File: config.mk
export PLATFORM = sky130hd
export DESIGN_NAME = sprite_line_shifter
export DESIGN_NICKNAME = d
export VERILOG_FILES = /design/src/rtl/sprite_pkg.sv /design/src/rtl/sprite_line_buf.sv /design/src/rtl/sprite_line_shifter.sv
export SDC_FILE = /design/constraint.sdc
export NUM_CORES = 1
export LEC_CHECK = 0
export BUFFER_PORTS_ARGS = -buffer_cell sky130_fd_sc_hd__buf_2
export CORE_MARGIN = 4
export CORE_UTILIZATION = 54
export CTS_CLUSTER_SIZE = 24
export DETAILED_ROUTE_END_ITERATION = 6
export GPL_TIMING_DRIVEN = 0
export PLACE_DENSITY = 0.77
export SLEW_MARGIN = 10
export SYNTH_ARGS = -nofsm -noshare
export SYNTH_HDL_FRONTEND = slang
export SYNTH_SLANG_ARGS = --single-unit
File: constraint.sdc
create_clock -name clk -period 2.5 [get_ports clk]
set_input_delay 0.125 -clock clk [delete_from_list [all_inputs] [get_ports clk]]
set_output_delay 0.125 -clock clk [all_outputs]
set_load 0.03 [all_outputs]
File: src/rtl/sprite_pkg.sv
// Shared constants, pixel type and line-length helper for the sprite pixel pipeline.
package sprite_pkg;

   localparam int PIX_W_DEF       = 2;
   localparam int WORD_W_DEF      = 32;
   localparam int WORDS_DEF       = 2;
   localparam int PIX_TRANSPARENT = 0;

   typedef logic [PIX_W_DEF-1:0] pixel_t;

   function automatic int npix_f(input int pix_w, input int word_w, input int words);
      return (words * word_w) / pix_w;
   endfunction

endpackage

File: src/rtl/sprite_line_buf.sv
// Shadow line buffer: collects WORDS load words, flags full, and presents the
// whole line in parallel with word 0 in the MSBs.
module sprite_line_buf
   import sprite_pkg::*;
#(
   parameter int WORD_W = WORD_W_DEF,
   parameter int WORDS  = WORDS_DEF
) (
   input  logic                    clk,
   input  logic                    reset,
   input  logic                    ld_i,
   input  logic [WORD_W-1:0]       data_i,
   input  logic                    take_i,
   output logic                    ld_ready_o,
   output logic                    full_o,
   output logic [WORDS*WORD_W-1:0] line_o
);

   localparam int PTR_W = (WORDS > 1) ? $clog2(WORDS) : 1;
   localparam logic [PTR_W-1:0] PTR_LAST = PTR_W'(WORDS - 1);

   logic [WORD_W-1:0] shadow_q [WORDS];
   logic [PTR_W-1:0]  wptr_q;
   logic              full_q;

   // NOTE: sequential state uses non-blocking assignments so every register
   // samples pre-edge values regardless of statement order.
   always_ff @(posedge clk) begin
      if (reset) begin
         // NOTE: the line storage is explicitly cleared on reset so a start
         // after reset can never shift out stale pixels.
         for (int w = 0; w < WORDS; w++) shadow_q[w] <= '0;
         wptr_q <= '0;
         full_q <= 1'b0;
      end else if (ld_i && !full_q) begin
         shadow_q[wptr_q] <= data_i;
         if (wptr_q == PTR_LAST) begin
            wptr_q <= '0;
            full_q <= 1'b1;
         end else begin
            wptr_q <= wptr_q + 1'b1;
         end
      end else if (take_i) begin
         full_q <= 1'b0;
      end
   end

   for (genvar w = 0; w < WORDS; w++) begin : g_line
      assign line_o[(WORDS-1-w)*WORD_W +: WORD_W] = shadow_q[w];
   end

   assign full_o     = full_q;
   assign ld_ready_o = !full_q;

endmodule

File: src/rtl/sprite_line_shifter.sv
// Double-buffered sprite line serialiser with optional per-line horizontal flip.
// Define SPRITE_SCALE_EN to add the 2-bit scale input (each pixel repeats 2^scale times).
module sprite_line_shifter
   import sprite_pkg::*;
#(
   parameter int PIX_W  = PIX_W_DEF,
   parameter int WORD_W = WORD_W_DEF,
   parameter int WORDS  = WORDS_DEF
) (
   input  logic              clk,
   input  logic              reset,
   input  logic              ld,
   input  logic [WORD_W-1:0] data_in,
   output logic              ld_ready,
   input  logic              start,
   input  logic              flip,
`ifdef SPRITE_SCALE_EN
   input  logic [1:0]        scale,
`endif
   input  logic              en,
   output logic              busy,
   output logic              done,
   output logic [PIX_W-1:0]  pix_out,
   output logic              pix_valid
);

   localparam int NPIX   = npix_f(PIX_W, WORD_W, WORDS);
   localparam int LINE_W = WORDS * WORD_W;
   localparam int IDX_W  = (NPIX > 1) ? $clog2(NPIX) : 1;
   localparam logic [IDX_W-1:0] IDX_LAST = IDX_W'(NPIX - 1);

   logic [LINE_W-1:0] line_w;
   logic              full_w;
   logic              start_acc;
   logic              shift;
   logic              last_rep;

   logic [LINE_W-1:0] active_q, active_d;
   logic              flip_q, flip_d;
   logic              busy_q, busy_d;
   logic [IDX_W-1:0]  idx_q, idx_d;
   logic [IDX_W-1:0]  eff_idx;
   logic [PIX_W-1:0]  pix_q, pix_d;
   logic              valid_q, valid_d;
   logic              done_q, done_d;
   logic [PIX_W-1:0]  pix_arr [NPIX];
`ifdef SPRITE_SCALE_EN
   logic [2:0]        rep_q, rep_d;
   logic [1:0]        scale_q, scale_d;
`endif

   assign start_acc = start && full_w;
   assign shift     = en && busy_q && !start_acc;

   sprite_line_buf #(
      .WORD_W (WORD_W),
      .WORDS  (WORDS)
   ) u_buf (
      .clk        (clk),
      .reset      (reset),
      .ld_i       (ld),
      .data_i     (data_in),
      .take_i     (start_acc),
      .ld_ready_o (ld_ready),
      .full_o     (full_w),
      .line_o     (line_w)
   );

   always_comb begin
      for (int k = 0; k < NPIX; k++) pix_arr[k] = active_q[LINE_W-1-k*PIX_W -: PIX_W];
   end

   assign eff_idx = flip_q ? (IDX_LAST - idx_q) : idx_q;

`ifdef SPRITE_SCALE_EN
   assign last_rep = (rep_q == ((3'd1 << scale_q) - 3'd1));
`else
   assign last_rep = 1'b1;
`endif

   // NOTE: every next-state signal gets a default first so no path through
   // this block leaves a value unassigned and infers a latch.
   always_comb begin
      active_d = active_q;
      flip_d   = flip_q;
      busy_d   = busy_q;
      idx_d    = idx_q;
      pix_d    = PIX_W'(PIX_TRANSPARENT);
      valid_d  = 1'b0;
      done_d   = 1'b0;
`ifdef SPRITE_SCALE_EN
      rep_d    = rep_q;
      scale_d  = scale_q;
`endif
      if (start_acc) begin
         active_d = line_w;
         flip_d   = flip;
         busy_d   = 1'b1;
         idx_d    = '0;
`ifdef SPRITE_SCALE_EN
         rep_d    = '0;
         scale_d  = scale;
`endif
      end else if (shift) begin
         pix_d   = pix_arr[eff_idx];
         valid_d = 1'b1;
         if (last_rep) begin
`ifdef SPRITE_SCALE_EN
            rep_d = '0;
`endif
            idx_d = idx_q + 1'b1;
            if (idx_q == IDX_LAST) begin
               busy_d = 1'b0;
               done_d = 1'b1;
            end
`ifdef SPRITE_SCALE_EN
         end else begin
            rep_d = rep_q + 3'd1;
`endif
         end
      end
   end

   always_ff @(posedge clk) begin
      if (reset) begin
         active_q <= '0;
         flip_q   <= 1'b0;
         busy_q   <= 1'b0;
         idx_q    <= '0;
         pix_q    <= '0;
         valid_q  <= 1'b0;
         done_q   <= 1'b0;
`ifdef SPRITE_SCALE_EN
         rep_q    <= '0;
         scale_q  <= '0;
`endif
      end else begin
         active_q <= active_d;
         flip_q   <= flip_d;
         busy_q   <= busy_d;
         idx_q    <= idx_d;
         pix_q    <= pix_d;
         valid_q  <= valid_d;
         done_q   <= done_d;
`ifdef SPRITE_SCALE_EN
         rep_q    <= rep_d;
         scale_q  <= scale_d;
`endif
      end
   end

   assign busy      = busy_q;
   assign done      = done_q;
   assign pix_out   = pix_q;
   assign pix_valid = valid_q;

endmodule

==> results by group <==
Synth
  – Syn_area_per_cell: 9.901 µm²
  – Simple logic cell fraction of the synthesized area: 20.43%
  – Synth area leader: edfxtp_1
  – Share of the synthesized area in the top cell type: 31.93%
  – Post-synth cell types: 56
  – Synth Register Bits: 141
  – Sequential fraction of the synthesis area: 57.53%
  – Synth Flop Type: dfxtp_1
  – Mux contribution to synthesized area: 3.284%
  – Synthesized area: 6020 µm²
  – Synth Area in XOR/XNOR: 0.9977%
  – Syn Inst Count: 608
  – EDFF count, synth: 64
  – Compound-cell area share of the yosys netlist: 13.86%
  – Largest family of logic cells by synthesized area: simple AND/OR/NAND/NOR gates
  – Ys async rst share: 0%
  – Ys Warns: 0
  – Top post-synthesis cells by area: edfxtp_1, dfxtp_1, nand2_1
  – Syn_nets: 648
  – Synth Area in Adders: 0.4157%

Critical path
  – Critical Path End Type: flop
  – Worst path required time: 2680 ps
  – Setup CP Type: reg2reg
  – Critical path arrival: 2330 ps
  – R2r worst-path depth: 4
  – Crit path launch type: flop
  – R2r setup slk: 350 ps
  – Critical Path Fanout Max: 32

Global route
  – Vias in the first global route: 4983
  – Antenna violations before repair: 0
  – First-pass GRT wire length: 24.91 mm
  – Grt ovf: 0
  – Gr usage total: 24.87%
  – Largest net degree at the start of global routing: 33

Power
  – Seq pwr share: 48.1%
  – Internal power: 4.178 mW
  – Switch share: 22.20%
  – Worst VDD drop: 0.0006310 V
  – Switch Pwr: 1.192 mW
  – Power per Cell Area: 729.0 nW/µm²
  – Comb pwr share: 6.0%
  – Leak pwr: 2.687 nW
  – Clock power share: 45.9%

Final layout
  – Inserted Diodes: 0
  – Layout cell share with drive strength beyond 1: 13.09%
  – P&R area growth vs syn: 22.39%
  – Nets: 745
  – Final Non-Filler Cells: 858

Die
  – Initial core utilization: 55.29%
  – Die Y: 113.6 µm
  – IO Count: 44
  – Full die area: 12900 µm²
  – Std-Cell Rows: 38
  – CORE AREA: 10890 µm²
  – Die Width: 113.6 µm

Placement
  – Routability cong.: 0.8827
  – Post-DP HPWL: 10.15 mm
  – Dpl cells: 791
  – I/O Buffers: 42

Routing
  – DR WL/cell: 17.50 µm
  – First-pass DRT Iterations: 7
  – ANT nets after route: 0
  – Initial DRC Count: 431
  – DR vias/cell: 5.621
  – Via count: 4823
  – Final WL: 15.02 mm
  – DRC errors left: 1

Status
  – Status: finished, violations left
  – Violated checks: design-rule violations

STA
  – Tcrit/Tclk final: 85.91%
  – Total negative slack: 0 ps
  – Final setup violation count: 0
  – Worst slew margin: 47.51%
  – Unrepaired setup endpoints after global routing: false
  – Worst Max-Slew Pin Slew: 785.6 ps
  – Count of pins over their slew limit: 0
  – Layout Skew: 7.191 ps
  – Max frequency: 465.6 MHz
  – Crit path time final: 2148 ps
  – Fin. Hold Viols: 0

Clock network
  – Clock-pin slew on the worst setup and hold paths: 60 ps
  – Clock Tree Root: clkbuf_8
  – TritonCTS clock tree: built
  – Clock buffer depth: 2
  – Worst-Skew Late Latency: 540 ps
  – H-Tree Level Count: 4
  – Sink Count: 141
  – Total CTS buffers: 17

Worst hold path
  – Hold WC Path Type: in2reg
  – Worst Hold Depth: 4

Run
  – Max_cap viols: 0
==> what timing repair did <==
item,CTS,global route
resized for setup,0,1
endpoints found under the setup margin,0,32
hold endpoints to repair,71,0
hold buffers,35,0
buffers inserted,0,0
==> registers in the layout (all words and copies together), names as in the netlist <==
register,cells
pix_valid,1
u_buf.shadow_q,64
done,1
flip_q,1
active_q,64
u_buf.wptr_q,1
pix_out,2
u_buf.full_o,1
idx_q,5
busy,1
==> power by group through the flow <==
stage                     sequential [mW]  clock, mW  combinational, mW
after floorplan                      2.60          0              0.169
after global placement               2.62          0              0.254
after detailed placement             2.63          0              0.276
after CTS                            2.58       2.48              0.321
after global routing                 2.59       2.58              0.359
final                                2.58       2.47              0.324
==> metrics by stage <==
stage | total power [mW] | util [%] | area, µm² | worst slack [ps] | hold WS (ps)
final | 5.371 | 67.66 | 7367 | 352.4 | 89.42
after global routing | 5.523 | 67.66 | 7367 | 144.6 | 156.9
after CTS | 5.378 | 67.64 | 7365 | 105.8 | 79.94
after detailed placement | 2.904 | 59.18 | 6444 | 119.3 | 413.5
after global placement | 2.879 | 58.86 | 6409 | 256.0 | 409.9
after floorplan | 2.774 | - | 6023 | 469.7 | 261.0
==> routing by layer <==
metal	GRT usage [%]	up-vias	share of wire (%)
met3	5.782	31	6.3
li1	-	2301	-
met2	41.50	172	49
met1	31.65	2319	43
met5	0	-	0
met4	9.215	0	1.8
==> synthesized netlist by cell type (7+ instances only) <==
library cell  instances
nand2_1             141
dfxtp_1              77
a21oi_1              72
and2_1               68
edfxtp_1             64
clkbuf_1             27
nor2_1               25
o22ai_1              16
o21ai_0              13
mux2i_1               7
nand2b_1              7
==> critical path: stages (launching register included) <==
cell and delay [ps]:
dfxtp_1 330, inv_1 80, nand2_1 140, nor3b_1 680
or2_4 550
==> worst paths after layout <==
| kind | from | end |
|---|---|---|
| worst max register to register | u_buf.full_o$_SDFFE_PP0P_ | u_buf.shadow_q[1][22]$_SDFFCE_PN0P_ |
| worst min-delay path | ld | u_buf.wptr_q$_SDFFE_PP0P_ |
| worst min register to register | active_q[42]$_SDFFE_PP0P_ | active_q[42]$_SDFFE_PP0P_ |
| worst max-delay path | u_buf.full_o$_SDFFE_PP0P_ | u_buf.shadow_q[1][22]$_SDFFCE_PN0P_ |
==> layout by cell type (no fill, tap or decap), drive strengths merged, types with 3 or more instances in the layout <==
| cell type | count |
|---|---|
| nand2 | 141 |
| dfxtp | 77 |
| a21oi | 73 |
| and2 | 68 |
| edfxtp | 64 |
| buf | 58 |
| clkbuf | 47 |
| dlygate4sd3 | 35 |
| nor2 | 26 |
| o22ai | 16 |
| o21ai | 16 |
| mux2i | 8 |
| nand2b | 7 |
| clkinv | 6 |
| nor3 | 5 |
| or3 | 5 |
| a211oi | 4 |
| nand3 | 3 |
| xor2 | 3 |
| o221ai | 3 |
| mux4 | 3 |
| nor2b | 3 |
| bufinv | 3 |
| inv | 3 |
| xnor2 | 3 |
| o22a | 3 |
| o32ai | 3 |
| mux2 | 3 |
==> logic make-up after synthesis <==
family,Yosys count
DFF,141
AOI/OAI and AO/OA,137
muxes,14
adders and majority gates,2
xor gates and xnor gates,6
and+or+nand+nor,264
buffers and inverters,44
==> cell type report <==
| class | count | area [µm²] |
|---|---|---|
| sequential | 141 | 3463 |
| buffer | 42 | 201.4 |
| fill | 779 | 3521 |
| tap | 140 | 175.2 |
| timing repair buffer | 78 | 588.1 |
| clock inverter | 12 | 145.1 |
| multi-input combinational | 423 | 2361 |
| clock buffer | 20 | 425.4 |
| inverter | 2 | 7.507 |
(Power assumes the default switching activity.)
